File: src/rtl/rr_bus_arbiter.sv
// N-requester bus arbiter: fixed-priority or round-robin selection, grant hold
// while the holder keeps requesting, and an optional hold limit that forces rotation.

module rr_bus_arbiter_lane #(
    parameter int IDX  = 0,
    parameter int ID_W = 2
) (
    input  logic            req,
    input  logic            held,
    input  logic [ID_W-1:0] ptr,
    output logic            cand,
    output logic            cand_hi
);
    localparam logic [ID_W-1:0] LANE_ID = ID_W'(IDX);

    // The current holder never competes; a fresh grant always goes elsewhere.
    assign cand    = req & ~held;
    assign cand_hi = cand & (LANE_ID >= ptr);
endmodule

module rr_bus_arbiter #(
    parameter int NUM_REQ  = 4,
    parameter int RR_MODE  = 1,
    parameter int MAX_HOLD = 8,
    localparam int ID_W    = $clog2(NUM_REQ)
) (
    input  logic               clk,
    input  logic               rst,
    input  logic [NUM_REQ-1:0] req,
    output logic [NUM_REQ-1:0] grant,
    output logic [ID_W-1:0]    grant_id,
    output logic               grant_valid
);
    localparam int HC_W = (MAX_HOLD > 2) ? $clog2(MAX_HOLD) : 1;
    localparam logic [HC_W-1:0] HOLD_LAST = HC_W'((MAX_HOLD > 0) ? MAX_HOLD - 1 : 0);
    localparam logic [NUM_REQ-1:0] ONE = NUM_REQ'(1);

    typedef enum logic {IDLE, OWNED} state_t;

    typedef struct packed {
        logic [NUM_REQ-1:0] oh;
        logic [ID_W-1:0]    id;
    } arb_t;

    state_t             state;
    logic [ID_W-1:0]    ptr;
    logic [ID_W-1:0]    ptr_eff;
    logic [ID_W-1:0]    ptr_nxt;
    logic [HC_W-1:0]    hold_cnt;
    logic [NUM_REQ-1:0] cand;
    logic [NUM_REQ-1:0] cand_hi;
    logic [NUM_REQ-1:0] pick_hi;
    logic [NUM_REQ-1:0] pick_lo;
    arb_t               win;
    logic               holder_req;
    logic               force_rot;
    logic               rearb;

    // Fixed priority is round-robin with the search origin pinned at 0.
    assign ptr_eff = (RR_MODE != 0) ? ptr : '0;

    for (genvar i = 0; i < NUM_REQ; i++) begin : g_lane
        rr_bus_arbiter_lane #(
            .IDX  (i),
            .ID_W (ID_W)
        ) u_lane (
            .req     (req[i]),
            .held    (grant[i]),
            .ptr     (ptr_eff),
            .cand    (cand[i]),
            .cand_hi (cand_hi[i])
        );
    end

    // Lowest set bit of the upper window, falling back to the wrapped window.
    assign pick_hi = cand_hi & (~cand_hi + ONE);
    assign pick_lo = cand & (~cand + ONE);

    always_comb begin
        win.oh = (|cand_hi) ? pick_hi : pick_lo;
        win.id = '0;
        for (int i = 0; i < NUM_REQ; i++) begin
            if (win.oh[i]) win.id = win.id | ID_W'(i);
        end
    end

    assign ptr_nxt    = (win.id == ID_W'(NUM_REQ - 1)) ? '0 : win.id + ID_W'(1);
    assign holder_req = |(req & grant);
    assign force_rot  = (RR_MODE != 0) && (MAX_HOLD > 0) && (hold_cnt == HOLD_LAST) && (|cand);
    assign rearb      = (state == IDLE) || !holder_req || force_rot;

    always_ff @(posedge clk or negedge rst) begin
        if (!rst) begin
            state       <= IDLE;
            grant       <= '0;
            grant_id    <= '0;
            grant_valid <= 1'b0;
            hold_cnt    <= '0;
            ptr         <= '0;
        end else begin
            if (rearb && (|cand)) begin
                state       <= OWNED;
                grant       <= win.oh;
                grant_id    <= win.id;
                grant_valid <= 1'b1;
                hold_cnt    <= '0;
                ptr         <= ptr_nxt;
            end else if (state == OWNED && !holder_req) begin
                state       <= IDLE;
                grant       <= '0;
                grant_id    <= '0;
                grant_valid <= 1'b0;
                hold_cnt    <= '0;
            end else if (state == OWNED && hold_cnt < HOLD_LAST) begin
                hold_cnt <= hold_cnt + HC_W'(1);
            end
        end
    end
endmodule

File: config.mk
export PLATFORM = sky130hd
export DESIGN_NAME = rr_bus_arbiter
export DESIGN_NICKNAME = d
export VERILOG_FILES = /design/src/rtl/rr_bus_arbiter.sv
export SDC_FILE = /design/constraint.sdc
export NUM_CORES = 1
export LEC_CHECK = 0
export ABC_CLOCK_PERIOD_IN_PS = 1800
export CAP_MARGIN = 20
export CORE_MARGIN = 2
export CORE_UTILIZATION = 45
export DETAILED_ROUTE_END_ITERATION = 12
export DONT_BUFFER_PORTS = 1
export GPL_ROUTABILITY_DRIVEN = 0
export PLACE_DENSITY = 0.65
export SLEW_MARGIN = 20
export SYNTH_ARGS = -nofsm -noshare
export SYNTH_HDL_FRONTEND = slang
export SYNTH_HIERARCHICAL = 1
export SYNTH_SLANG_ARGS = --single-unit
File: constraint.sdc
create_clock -name clk -period 1.8 [get_ports clk]
set_input_delay 0.36 -clock clk [delete_from_list [all_inputs] [get_ports clk]]
set_output_delay 0.36 -clock clk [all_outputs]
set_load 0.01 [all_outputs]
; ---- Word level (Yosys, flattened, before mapping)
; Cells that the tools add are included.
[word_totals]
reg_bits = 12
input_bits = 6
wordCells = 60
[classes]
add_sub_neg = 4
magnitude_cmp = 5
eq_ne = 2
muxes = 14
n_bitwise = 18
reduce_logical = 12
[ops]
columns = cell, n
row1 = $and 4x4->4, 3
row2 = $mux 4, 3
row3 = $reduce_or 4->1, 3
row4 = $mux 2, 5
row5 = $mux 3, 3
row6 = $add 4x1->4 const B, 2
row7 = $and 1x1->1, 8
row8 = $not 4->4, 2
row9 = $not 1->1, 5
row10 = $ge 1x2->1 const A, 2
row11 = $ge 2x2->1 const A, 2
row12 = $logic_and 1x1->1, 4
row13 = $add 3x1->3 const B, 1
row14 = $eq 3x3->1 const B, 1
row15 = $lt 3x3->1 const B, 1
row16 = $mux 1, 3
row17 = $reduce_bool 3->1, 1
row18 = $add 2x1->2 const B, 1
row19 = $eq 2x2->1 const B, 1
row20 = $logic_or 1x1->1, 2
row21 = $reduce_bool 2->1, 1
row22 = $logic_not 1->1, 1

; ---- Depth between registers and ports, before layout
[logic_depth]
ltp_word = 12
ltp_mapped = 6
mapped_depth_nobuf = 6

; ---- Hierarchy
; Netlist, hierarchy kept.
[modules_own_cells]
columns = module, n_inst, cells_each, area_per_inst_um2, seq_area_each_um2
row1 = rr_bus_arbiter, 1, 62, 636.9, 300.3
row2 = rr_bus_arbiter_lane (g_lane[2].u_lane), 1, 2, 25.0, 0.0
row3 = rr_bus_arbiter_lane (g_lane[0].u_lane), 1, 2, 22.5, 0.0
row4 = rr_bus_arbiter_lane (g_lane[3].u_lane), 1, 2, 21.3, 0.0
row5 = rr_bus_arbiter_lane (g_lane[1].u_lane), 1, 2, 18.8, 0.0

; ---- Worst setup path before layout
; OpenSTA, ideal clock, no wires.
[synth_path]
kind = register to register
start = register grant[0]
end = register ptr[0]
setup_ns = 0.125
t_arrival_ns = 1.518
t_required_ns = 1.675
slack_ns = 0.157
path_stages_with_launch = 5
path_cell_list = dfrtp_1 -> and2b_1 -> or4_4 -> o21a_1 -> mux2_2
[synth_between]
elab_chain_cells = 12
word_cells_on_any_way = 25
cone_classes = add/sub: 3 / eq/ne: 1 / mux: 5 / bitwise: 8 / reduce/logical: 8
[synth_rtl]
columns = element, line_no
row1 = start: declaration, 30  ; output logic [NUM_REQ-1:0] grant,
row2 = start signal: assignment, 103  ; grant <= win.oh;
row3 = $not 1->1 *, 17  ; assign cand = req & ~held;
row4 = $and 1x1->1 *, 17
row5 = net cand[0], 50  ; logic [NUM_REQ-1:0] cand;
row6 = $and 1x1->1, 18  ; assign cand_hi = cand & (LANE_ID >= ptr);
row7 = $not 4->4, 76  ; assign pick_hi = cand_hi & (~cand_hi + ONE);
row8 = $add 4x1->4, 76
row9 = $and 4x4->4, 76
row10 = $mux 4, 80  ; win.oh = (|cand_hi) ? pick_hi : pick_lo;
row11 = $mux 1, 83  ; if (win.oh[i]) win.id = win.id | ID_W'(i);
row12 = $mux 2 (2 in a row), 83
row13 = $add 2x1->2 or $eq 2x2->1 (tied branches), 87  ; assign ptr_nxt = (win.id == ID_W'(NUM_REQ - 1)) ? '0 : win.id + ID_W'(1);
row14 = $mux 2, 87
row15 = end signal: assignment, 107  ; ptr <= ptr_nxt;
row16 = end: declaration, 46  ; logic [ID_W-1:0] ptr;
; Mark *: on every way through the listed nets, which the timed path passes. The rest lies on a longest branch.
; A chain may end at the register's enable or synchronous reset.

; ---- Worst setup path in the final report
[layout_path]
start = register grant[0]
end = register grant_id[1]
[layout_between]
elab_chain_cells = 10
word_cells_on_any_way = 24
cone_classes = add/sub: 2 / mux: 4 / bitwise: 8 / reduce/logical: 10
[layout_rtl]
columns = element, line_no
row1 = $not 1->1 *, 17
row2 = $and 1x1->1 *, 17
row3 = net cand[0], 50
row4 = $and 1x1->1, 18
row5 = $not 4->4, 76
row6 = $add 4x1->4, 76
row7 = $and 4x4->4, 76
row8 = $mux 4, 80
row9 = $mux 2 (2 in a row), 83
row10 = $mux 2, 101  ; if (rearb && (|cand)) begin
row11 = end signal: assignment, 104  ; grant_id <= win.id;
row12 = end: declaration, 31  ; output logic [ID_W-1:0] grant_id,
; Marked as above.

==> reports/qor.txt <==
Synthesized instance count -> 70
Post-synthesis cell type count -> 27
Post-synthesis sequential area ratio -> 0.415
First-pass GRT wire length -> 2330 um
Worst R2R Start -> grant[0]
Layout area overhead -> 12.1%
Hpwl dp -> 1020 um
Metal2 WL -> 585 um
CP bufs+invs -> 0
CP top delay family -> simple AND/OR/NAND/NOR gates
Reg2Reg Depth -> 4
Wire length on met1 -> 631 um
Worst Tran Pin Value -> 0.532 ns
Setup bufs post-CTS -> 0
Die extent in x -> 44.1 um
Design area -> 812 um2
Status -> finished clean
XOR/XNOR Fraction of Synth Area -> 0
Setup crit end kind -> flop
Placed cell areas -> 778 um2
Post-synthesis mux area share -> 0.0311
Final min period -> 1.71 ns
DR pass1 iterations -> 4
Peak Freq -> 0.585 GHz
Slew margin rel. -> 0.644
Setup ws final -> 0.0904 ns
TritonCTS Buffers -> 3
Pin count of the biggest net entering global routing -> 13
Global route total overflow -> 0
CTS tree -> yes
Worst Path Max Fanout -> 9
Row cnt -> 14
CP Launch Type -> flop
I/O pins -> 13
Starting density of the core -> 0.481
CTS clk-pin slew, worst paths -> 0.07 ns
Die Span Y -> 44.1 um
Clock Skew -> 0.00145 ns
Final worst-path cycle share -> 0.950
Synth Area in Adders -> 0.0345
Yosys Warn Count -> 6
GRT Util Overall -> 0.166
Port buffer count -> 0
H-tree depth -> 1
Root Driver -> clkbuf_4
Pwr/cell area -> 1580 nW/um2
Initial antenna violation count -> 0
Hold depth -> 3
Yosys top cell by area -> dfrtp_1
ANT nets after route -> 0
CP cell instances -> and2b_1 > or4_4 > a32oi_4 > a22o_2
DR WL/cell -> 14.1 um
Flop-to-flop setup slack -> 0.09 ns
Share of cells above drive strength 1 -> 0.269
Core Util, Final -> 0.539
Hold EP -> state
Dominant cells by area after synthesis -> dfrtp_1, nand2_1, o21ai_0
Post-place setup slack -> 0.0708 ns
Clock sinks -> 12
Synth Area in Simple Gates -> 0.294
Synth top area share -> 0.415
HP Start -> req[3]
Routed met3 length -> 74 um
Worst min path class -> in2reg
Synth Area in Compound Gates -> 0.211
Largest family of logic cells by synthesized area -> simple AND/OR/NAND/NOR gates
Worst Path Required -> 2.01 ns
Final Hold Viols -> 0
Syn Nets -> 78
Total number of vias -> 556
1st-iter DRT viols -> 10
Max-slew violation count -> 0
Uppermost layer routed -> met4
Post-Syn Area -> 724 um2
WP data arrival -> 1.92 ns
Nets -> 88
Syn Area/Cell -> 10.3 um2
Clock buffer depth -> 2
Number of synthesized register bits -> 12
RSZ-0062 raised after global routing -> true
Maximum vdd drop -> 0.694 mV
Die area -> 1950 um2
Drt drc -> 0
Vias in the first global route -> 528
Max stage delay on crit path -> 0.46 ns
Setup CP Type -> reg2reg
Vias per cell -> 5.91
Clock latency on the worst-skew pair -> 0.26 ns
Max-cap violations -> 0
Ant diodes -> 0
Slowest-stage cell, CP -> or4_4
Leak -> 0.359 nW
Placeable Area -> 1510 um2
Routed WL -> 1330 um
Final setup fails -> 0
RR Endpoint -> grant_id[1]
-- logic make-up (layout without fill, tap and decap cells) --
group                    Yosys count  in the layout
flip-flops                        12             12
AO/OA/AOI/OAI                     19             19
AND/OR/NAND/NOR                   33             33
multiplexers                       2              2
buffers and inverters              2             10
adder cells (fa/ha/maj)            2              2
-- worst max-delay path by stage --
stage / start / endpoint / slack [ns] / cells past startpoint
after detailed placement: grant[3] / hold_cnt[0] / 0.07 / 4
after CTS: grant[3] / hold_cnt[1] / 0.04 / 4
after floorplan: grant[0] / ptr[0] / 0.16 / 4
after global routing: grant[0] / grant_id[0] / -0.02 / 5
after global placement: grant[3] / grant_id[1] / 0.09 / 4
final: grant[0] / grant_id[1] / 0.09 / 4
-- final cells by class --
class / instances / area (um2)
clock buffers: 3 / 22.5
fillers: 134 / 694
multi-input cells: 56 / 413
flip-flops and latches: 12 / 302
well taps: 16 / 20.0
repair buffers: 7 / 55.1
-- cell usage after synthesis, drive strengths merged --
cell type and instances:
and2b 1, a22oi 4, o21a 1, a22o 1
and2 2, a21o 1, nor3b 1, nor3 1
nand2 13, a21boi 1, nand2b 1, a32oi 1
nor2b 5, ha 2, mux2 2, clkbuf 1
o211a 1, o21bai 1, buf 1, o21ai 8
dfrtp 12, nand3 1, or4 1, nor2 2
nor4b 5
-- metal layers --
metal	vias to the layer above	global-route usage
met3	6	0.0286
met4	0	0.109
li1	274	-
met2	17	0.238
met1	259	0.230
met5	-	0
-- power by group --
group | switching [mW] | internal (mW)
Sequential | 0.133 | 0.375
Clock | 0.0797 | 0.0773
Combinational | 0.302 | 0.317
-- stage by stage --
stage,power [mW],cells,setup TNS (ns),hold WS [ns]
finish,1.28,94,0,0.430
global route,1.41,94,-0.0379,0.452
floorplan,0.946,70,0,0.0644
CTS,1.29,94,0,0.430
detailed placement,1.12,90,0,0.0647
global placement,1.11,90,0,0.0647
-- registers in the layout, indices dropped and copies added (netlist names) --
signal and count:
grant_id 2, grant 4, state 1, ptr 2, hold_cnt 3
-- what timing repair did --
item,CTS,global route
resized for setup,0,1
hold buffers,1,0
setup endpoints to repair,0,9
endpoints found under the hold margin,12,0
-- tightest hold or removal path, stage by stage --
cell,delay (ns)
a22oi_1,0.10
nand2_1,0.09
a21o_2,0.12
-- placed cells by master, fill, tap and decap left out, drive strengths merged --
cell / synthesis / final
nand2b: 1 / 1
mux2: 2 / 2
o21ai: 8 / 8
clkbuf: 1 / 3
or4: 1 / 1
dlygate4sd3: 0 / 1
o21bai: 1 / 1
a21boi: 1 / 1
a22o: 1 / 1
nand3: 1 / 1
dfrtp: 12 / 12
buf: 1 / 6
nor2b: 5 / 5
a22oi: 4 / 4
a21o: 1 / 1
nor3b: 1 / 1
ha: 2 / 2
a32oi: 1 / 1
nor2: 2 / 2
nor4b: 5 / 5
and2b: 1 / 1
and2: 2 / 2
o211a: 1 / 1
nand2: 13 / 13
o21a: 1 / 1
nor3: 1 / 1
Power figures use the tool's default switching activity.
==> RTL change (same flow settings) <==
Change the parameter `MAX_HOLD` from 8 to 4.
--- a/src/rtl/rr_bus_arbiter.sv
+++ b/src/rtl/rr_bus_arbiter.sv
@@ -22,5 +22,5 @@
     parameter int NUM_REQ  = 4,
     parameter int RR_MODE  = 1,
-    parameter int MAX_HOLD = 8,
+    parameter int MAX_HOLD = 4,
     localparam int ID_W    = $clog2(NUM_REQ)
 ) (
Function: changed (Yosys sat finds a counterexample within 10 cycles, from zero or initial values and one cycle with rst low).
==> RTL change against the unedited design <==
Clock skew is essentially flat. Cell area grew 0.15%. Sequential cell count shrank 1. Wire length grew 12%. Utilization grew 7.1 points. Synthesized area shrank 8.1%. Total power grew 14%. Worst hold slack gained 0.0088 ns. Setup slack lost 0.050 ns. Largest cell class unchanged. Highest routed layer unchanged.
==> RTL change: results <==
[run_status]
outcome = complete, no violations

[logic_synthesis]
async_flop_share = 1.000
synth_commonest_cells = dfrtp_1 (11), nand2_1 (10), o21ai_0 (5)
ys_types = 31
synth_nets = 73
seq_area_frac_synth = 0.4135
ys_top_cells_by_area = dfrtp_1 (41%), nand2_1 (5.6%), nor2b_4 (4.1%)

[setup_path]
endpoint = ptr[0]
rr_worst_depth = 5
critical_path.max_fanout = 6
slowest_delay_ns = 0.55
reg2reg_slack_ns = 0.04
slowest_stage = or4b_4

[pwr]
pg_clk_w = 0.000173
p_comb_w = 0.000792
p_int_w = 0.0008537
cellPowerDensity_mw_per_mm2 = 1794
peakVddDrop_uv = 905.8

[place]
dp_hpwl_um = 1135
placed_cell_area_um2 = 774.5
pre_cts_slack_ns = 0.04317

[layout]
top_register = grant
drive_gt1_frac = 0.3253
nNetsFinal = 91

[timing]
finalClockSkew_ns = 0.001039
worstMarginPinSlew_ns = 0.5115
hold_ws_ns = 0.4386

[hold_path]
hold_depth = 4

[detailed_routing]
vias = 573
totalWireLength_um = 1487
drt_iter0_markers = 10

[global_routing]
grt_first_pass_wirelength_um = 2477
track_usage = 0.1919
grt_pass1_vias = 563
grt_max_degree = 12
[RTL change: cell count changes after synthesis, moves of 2 or more]
cell,before,now
a22o_1,0,2
nand2_1,13,10
nor4b_1,4,2
a31oi_1,0,2
a21oi_1,0,2
and2_1,2,0
mux2i_1,0,2
a22oi_1,4,2
o21ai_0,8,5
nor2_1,2,4
[RTL change: layout make-up]
class,instances,share of cell area
Clock buffer,4,0.03231
Inverter,1,0.004615
Multi-Input combinational cell,53,0.4677
Sequential cell,11,0.3400
Tap cell,15,0.02308
Timing Repair Buffer,14,0.1323
[RTL change: timing repair]
action                     in CTS  in global routing
buffers inserted                0                  0
gates resized for setup         0                  2
hold buffers                    1                  0
hold endpoints to repair       11                  0
setup endpoints to repair       0                  2
[RTL change: metal layers]
metal / up-vias / GRT usage / part of all wire
li1: 277 / - / -
met1: 277 / 0.2500 / 0.49
met2: 15 / 0.2769 / 0.44
met3: 4 / 0.04310 / 0.046
met4: 0 / 0.1375 / 0.027
met5: - / 0 / 0
[RTL change: stage by stage]
step	cells	util
floorplan	66	-
global placement	93	0.5807
detailed placement	93	0.5807
CTS	98	0.6079
global route	98	0.6098
finish	98	0.6098
[RTL change: critical path: cells and delay by family, from the launching register on]
kind	cells	cell delay, ns
compound gates	1	0.16
mux	1	0.26
flops	1	0.35
simple gates	3	0.89
[RTL change: logic make-up after synthesis]
logic type,count (synthesis),share of synthesized area
buffers and inverters,2,0.01692
multiplexers,4,0.06954
flip-flops,11,0.4135
XOR/XNOR,1,0.01316
AO/OA/AOI/OAI,17,0.1748
adder cells (fa/ha/maj),1,0.01879
AND/OR/NAND/NOR,30,0.2932
